[src/rtl/refresh_sequencer.sv]
// refresh_sequencer
//   Services a maintenance request from the command queue. It fences user
//   traffic, precharges all banks if any are open, waits tRP, issues REFRESH,
//   and waits tRFC. It then pulses cmd_issued back to the queue.
//   The DDR command slot is driven only while a sequence is in flight.
//   Optional feature macro: REFRESH_BURST_EN. When it is defined, each request
//   issues BURST_LEN REFRESH commands, and each one is followed by a full tRFC wait.
//   Every output comes from a flop. The flops are loaded from the decode of
//   the next state, so each output lines up with the state it belongs to.

module refresh_sequencer #(
  parameter int NUM_BANKS = 8,
  parameter int T_RP      = 3,
  parameter int T_RFC     = 26,
  parameter int BURST_LEN = 2
) (
  input  logic                 clk,
  input  logic                 n_rst,
  input  logic                 maint_req,
  input  logic                 user_busy,
  input  logic [NUM_BANKS-1:0] bank_open,
  output logic                 hold_user,
  output logic                 ddr_cmd_valid,
  output logic [2:0]           ddr_cmd,
  output logic                 cmd_issued,
  output logic                 refresh_busy
);

  localparam int T_MAX = (T_RP > T_RFC) ? T_RP : T_RFC;
  localparam int CNT_W = $clog2(T_MAX + 1);

  localparam logic [CNT_W-1:0] TRP_LOAD  = CNT_W'(T_RP - 1);
  localparam logic [CNT_W-1:0] TRFC_LOAD = CNT_W'(T_RFC - 1);
  localparam logic [CNT_W-1:0] CNT_ONE   = CNT_W'(1);

  localparam logic [2:0] CMD_NOP  = 3'b000;
  localparam logic [2:0] CMD_PREA = 3'b010;
  localparam logic [2:0] CMD_REF  = 3'b001;

  typedef enum logic [2:0] {
    S_IDLE,
    S_DRAIN,
    S_PREA,
    S_TRP,
    S_REF,
    S_TRFC,
    S_DONE
  } state_t;

  // Refuse to elaborate with timing parameters that would leave no wait state.
  if (T_RP < 1 || T_RFC < 1 || BURST_LEN < 1 || NUM_BANKS < 1) begin : g_bad_cfg
    $error("refresh_sequencer: T_RP, T_RFC, BURST_LEN and NUM_BANKS must all be >= 1");
  end

  state_t           state, state_nxt;
  logic [CNT_W-1:0] cnt, cnt_nxt;
  logic             more_in_ref;   // another REF is due right after this REF (T_RFC==1 case)
  logic             more_in_trfc;  // another REF is due when this tRFC wait ends

`ifdef REFRESH_BURST_EN
  localparam int BURST_W = $clog2(BURST_LEN + 1);
  localparam logic [BURST_W-1:0] BURST_LOAD = BURST_W'(BURST_LEN);

  // Remaining REFRESH commands for the current request; decremented by each REF.
  logic [BURST_W-1:0] burst_cnt, burst_nxt;

  assign more_in_ref  = (burst_cnt > BURST_W'(1));
  assign more_in_trfc = (burst_cnt != '0);
`else
  assign more_in_ref  = 1'b0;
  assign more_in_trfc = 1'b0;
`endif

  // State register: sequencer state and the tRP/tRFC wait counter.
  always_ff @(posedge clk) begin
    // NOTE: reset is sampled on the clock edge, so the reset branch sits inside
    // the edge-triggered block and n_rst is absent from the sensitivity list.
    if (!n_rst) begin
      state     <= S_IDLE;
      cnt       <= '0;
`ifdef REFRESH_BURST_EN
      burst_cnt <= '0;
`endif
    end else begin
      // NOTE: flops use non-blocking assignment so that every register
      // samples the pre-edge values, whatever order the statements run in.
      state     <= state_nxt;
      cnt       <= cnt_nxt;
`ifdef REFRESH_BURST_EN
      burst_cnt <= burst_nxt;
`endif
    end
  end

  // Next-state logic: walks the drain / precharge / refresh sequence.
  always_comb begin
    // NOTE: every signal gets a default here. Any path that did not assign it
    // would otherwise have to hold its old value, and that infers a latch.
    state_nxt = state;
    cnt_nxt   = cnt;
`ifdef REFRESH_BURST_EN
    burst_nxt = burst_cnt;
`endif
    unique case (state)
      S_IDLE: begin
        if (maint_req) state_nxt = S_DRAIN;
      end
      S_DRAIN: begin
        // bank_open matters only at the exit decision. A closed device skips PREA.
        if (!user_busy) begin
`ifdef REFRESH_BURST_EN
          burst_nxt = BURST_LOAD;
`endif
          state_nxt = (|bank_open) ? S_PREA : S_REF;
        end
      end
      S_PREA: begin
        // The wait is T_RP-1 counter cycles, so REF lands exactly T_RP after PREA.
        cnt_nxt   = TRP_LOAD;
        state_nxt = (T_RP == 1) ? S_REF : S_TRP;
      end
      S_TRP: begin
        if (cnt <= CNT_ONE) begin
          cnt_nxt   = '0;
          state_nxt = S_REF;
        end else begin
          cnt_nxt   = cnt - CNT_ONE;
        end
      end
      S_REF: begin
`ifdef REFRESH_BURST_EN
        burst_nxt = burst_cnt - BURST_W'(1);
`endif
        cnt_nxt   = TRFC_LOAD;
        if (T_RFC == 1) state_nxt = more_in_ref ? S_REF : S_DONE;
        else            state_nxt = S_TRFC;
      end
      S_TRFC: begin
        if (cnt <= CNT_ONE) begin
          cnt_nxt   = '0;
          state_nxt = more_in_trfc ? S_REF : S_DONE;
        end else begin
          cnt_nxt   = cnt - CNT_ONE;
        end
      end
      S_DONE: begin
        state_nxt = S_IDLE;
      end
      default: begin
        state_nxt = S_IDLE;
        cnt_nxt   = '0;
      end
    endcase
  end

  // Output decode: derived from the next state so that registering it aligns
  // each output with the state it belongs to.
  logic       hold_user_d;
  logic       ddr_cmd_valid_d;
  logic [2:0] ddr_cmd_d;
  logic       cmd_issued_d;
  logic       refresh_busy_d;

  always_comb begin
    hold_user_d     = (state_nxt != S_IDLE);
    refresh_busy_d  = (state_nxt != S_IDLE);
    ddr_cmd_valid_d = 1'b0;
    ddr_cmd_d       = CMD_NOP;
    cmd_issued_d    = 1'b0;
    unique case (state_nxt)
      S_PREA: begin
        ddr_cmd_valid_d = 1'b1;
        ddr_cmd_d       = CMD_PREA;
      end
      S_REF: begin
        ddr_cmd_valid_d = 1'b1;
        ddr_cmd_d       = CMD_REF;
      end
      S_DONE: begin
        cmd_issued_d    = 1'b1;
      end
      default: ;
    endcase
  end

  // Output register: every output is a flop and clears on reset, so an
  // aborted sequence never leaks a command or a cmd_issued pulse.
  always_ff @(posedge clk) begin
    if (!n_rst) begin
      hold_user     <= 1'b0;
      ddr_cmd_valid <= 1'b0;
      ddr_cmd       <= CMD_NOP;
      cmd_issued    <= 1'b0;
      refresh_busy  <= 1'b0;
    end else begin
      hold_user     <= hold_user_d;
      ddr_cmd_valid <= ddr_cmd_valid_d;
      ddr_cmd       <= ddr_cmd_d;
      cmd_issued    <= cmd_issued_d;
      refresh_busy  <= refresh_busy_d;
    end
  end

endmodule

[config.mk]
export PLATFORM = sky130hd
export DESIGN_NAME = refresh_sequencer
export DESIGN_NICKNAME = d
export VERILOG_FILES = /design/src/rtl/refresh_sequencer.sv
export SDC_FILE = /design/constraint.sdc
export NUM_CORES = 1
export LEC_CHECK = 0
export CAP_MARGIN = 10
export CELL_PAD_IN_SITES_DETAIL_PLACEMENT = 1
export CELL_PAD_IN_SITES_GLOBAL_PLACEMENT = 1
export CORE_ASPECT_RATIO = 0.6
export CORE_MARGIN = 1.5
export CORE_UTILIZATION = 30
export DETAILED_ROUTE_END_ITERATION = 16
export PLACE_DENSITY_LB_ADDON = 0.1
export SETUP_SLACK_MARGIN = 0.1
export SLEW_MARGIN = 30
export SYNTH_ARGS = -nofsm -noshare
export SYNTH_HDL_FRONTEND = slang
export SYNTH_SLANG_ARGS = --single-unit
[constraint.sdc]
create_clock -name clk -period 3.8 [get_ports clk]
set_clock_uncertainty 0.05 [all_clocks]
set_input_delay 1.14 -clock clk [delete_from_list [all_inputs] [get_ports clk]]
set_output_delay 1.14 -clock clk [all_outputs]
set_load 0.005 [all_outputs]
==> impl_metrics.ini <==
[timing]
fmax_ghz = 0.395
tightest_slew_ns = 0.667
grt_setup_unrepaired = false
finalHoldViolations = 0
slew_viol_final = 0
relSlewSlack = 0.555
period_needed_ns = 2.53
finalSetupViolCount = 0
fin_crit_sh = 0.666
finalSetupTns_ns = 0

[grt]
antenna_found_initial = 0
grt_max_degree = 19
grt_pass1_wl_um = 3880
grt-ovfl-total = 0
grt_pass1_vias = 750
grtUsageTotal = 0.168

[layout]
area_growth_pct = 22.8
fin_util = 0.397
multi_input_area_um2 = 493
nFillCells = 309
final_cell_mix = clkdlybuf4s50_1 (17), dfxtp_1 (13), nand2_1 (9), a21oi_1 (9), o21ai_0 (6)
layout.cells.non_filler = 144
drive_gt1_frac = 0.0714
final_nets = 127
final_common_cell = clkdlybuf4s50_1
diodes = 0
final-seq-area_um2 = 260
fin_area_um2 = 1020

[synthesis]
synth-seq-cells = 13
syn_nets = 114
yosysWarnings = 0
synth_fa_ha_area_frac = 0.0300
synth_compound_area_frac = 0.285
post_synth_instance_area_um2 = 833
synth.avg_cell_area_um2 = 8.33
synth_ff_type = dfxtp_1
synth_top_family_by_area = compound AO/OA/AOI/OAI gates
syn_inst = 100
async_reset_ff_frac = 0
synth-xor-area-share = 0.0105
synth.distinct_cells = 43
synth_edf_count = 0
yosysSeqAreaShare = 0.312
synthSimpleGateAreaFrac = 0.236
synthMuxAreaShare = 0.0255

[critical_path]
worstPathMaxFanout = 8
startpoint_type = primary input
reg2reg_setup_slack_ns = 2.02
cp-end-kind = register
crit_required_ns = 3.91
path_class = in2reg
crit_arrival_ns = 2.64

[die]
fp.dieH_um = 43.8
die_area_um2 = 3110
coreArea_um2 = 2570
initial_utilization = 0.324
chipWidth_um = 71.0
io_pins = 19
rows = 14

[cts]
cts_buffers = 3
htree_levels = 1
clk_pin_slew_ns = 0.06
cts.sinks = 13
ctsResizeCount = 0
clk_latency_ns = 0.25
clock_path_buffers = 2
hold_buffers = 0
post-cts-setup-buffers = 0
cts_tree = built
clockRootBuffer = clkbuf_8

[placement]
dpl.hpwl_um = 1780
dp_cells = 140
gp_congestion = 0.731
place_area_um2 = 978
port_buffers = 17

[routing]
routed_wl_um = 2370
viasPerCell = 5.64
drt_iter0_drc = 75
drtAntennaViolNets = 0
route.detailed.wl_per_inst_um = 16.5
vias = 812
dr.pass1.iters = 4
drc_errors = 0

[pwr]
p_leak_nw = 0.370
vdd_ir_drop_max_uv = 199
power_density_nw_per_um2 = 461

[outcome]
status = finished, final reports clean

[hold_path]
worstHoldPathType = reg2reg

[run]
max_cap_violations = 0
## registers in the layout (all words and copies together) (netlist names)
register,flops
cmd_issued,1
ddr_cmd,2
cnt,5
ddr_cmd_valid,1
state,3
refresh_busy,1
## synth_stat cells, types with 2 or more instances
cell type  instances  share of area
dfxtp_1           13           0.31
a21oi_1            9          0.054
nand2_1            9          0.041
o21ai_0            6          0.036
inv_1              4          0.018
nor2_1             4          0.018
nor2b_1            4          0.030
a211oi_1           3          0.027
buf_2              3          0.018
buf_4              3          0.027
nor4_1             3          0.023
buf_6              2          0.027
ha_1               2          0.030
nand2b_1           2          0.015
nand3b_1           2          0.018
nor3_1             2          0.012
o22ai_1            2          0.015
o311a_1            2          0.024
## cells by family after synthesis
family | after synthesis
fa+ha+maj | 2
compound gates | 34
buf+inv | 13
xor+xnor | 1
simple gates | 34
flops | 13
other cells | 1
mux | 2
## where the power goes
| part | internal [mW] | total, mW | leakage (nW) | switching [mW] |
|---|---|---|---|---|
| Sequential | 0.151 | 0.183 | 0.106 | 0.0318 |
| Clock | 0.0744 | 0.131 | 0.0228 | 0.0565 |
| Combinational | 0.0758 | 0.157 | 0.241 | 0.0815 |
| Total | 0.302 | 0.471 | 0.370 | 0.170 |
## final timing paths
check	start	depth (start not counted)	end
worst max register to register	state[0]	4	ddr_cmd_valid
worst min-delay path	cnt[3]	2	cnt[3]
worst max-delay path	n_rst	5	ddr_cmd_valid
worst min register to register	cnt[3]	2	cnt[3]
## critical path, stage by stage
cell             delay [ns]
clkdlybuf4s50_1        0.69
inv_1                  0.21
a21oi_1                0.20
a32oi_2                0.15
a211oi_1               0.26
## metrics by stage
| stage | hold slack (ns) | power [mW] | worst slack [ns] |
|---|---|---|---|
| finish | 0.505 | 0.471 | 1.27 |
| global route | 0.539 | 0.501 | 1.14 |
| CTS | 0.506 | 0.471 | 1.30 |
| detailed placement | 0.497 | 0.339 | 1.02 |
| global placement | 0.473 | 0.337 | 1.12 |
| floorplan | 0.431 | 0.295 | 1.80 |
## area by class of cell
type | count | area share
multi-input combinational | 74 | 0.482
sequential | 13 | 0.254
timing repair buffer | 17 | 0.166
clock buffer | 4 | 0.0440
tap | 32 | 0.0391
inverter | 4 | 0.0147
## per-layer routing
metal | vias to the layer above | GRT usage | part of all wire
met3 | 9 | 0.0628 | 0.063
met2 | 28 | 0.215 | 0.39
met4 | 0 | 0.0453 | 0.013
li1 | 387 | - | -
met1 | 388 | 0.257 | 0.54
met5 | - | 0 | 0
No activity file was read; power rests on OpenSTA's default activity.
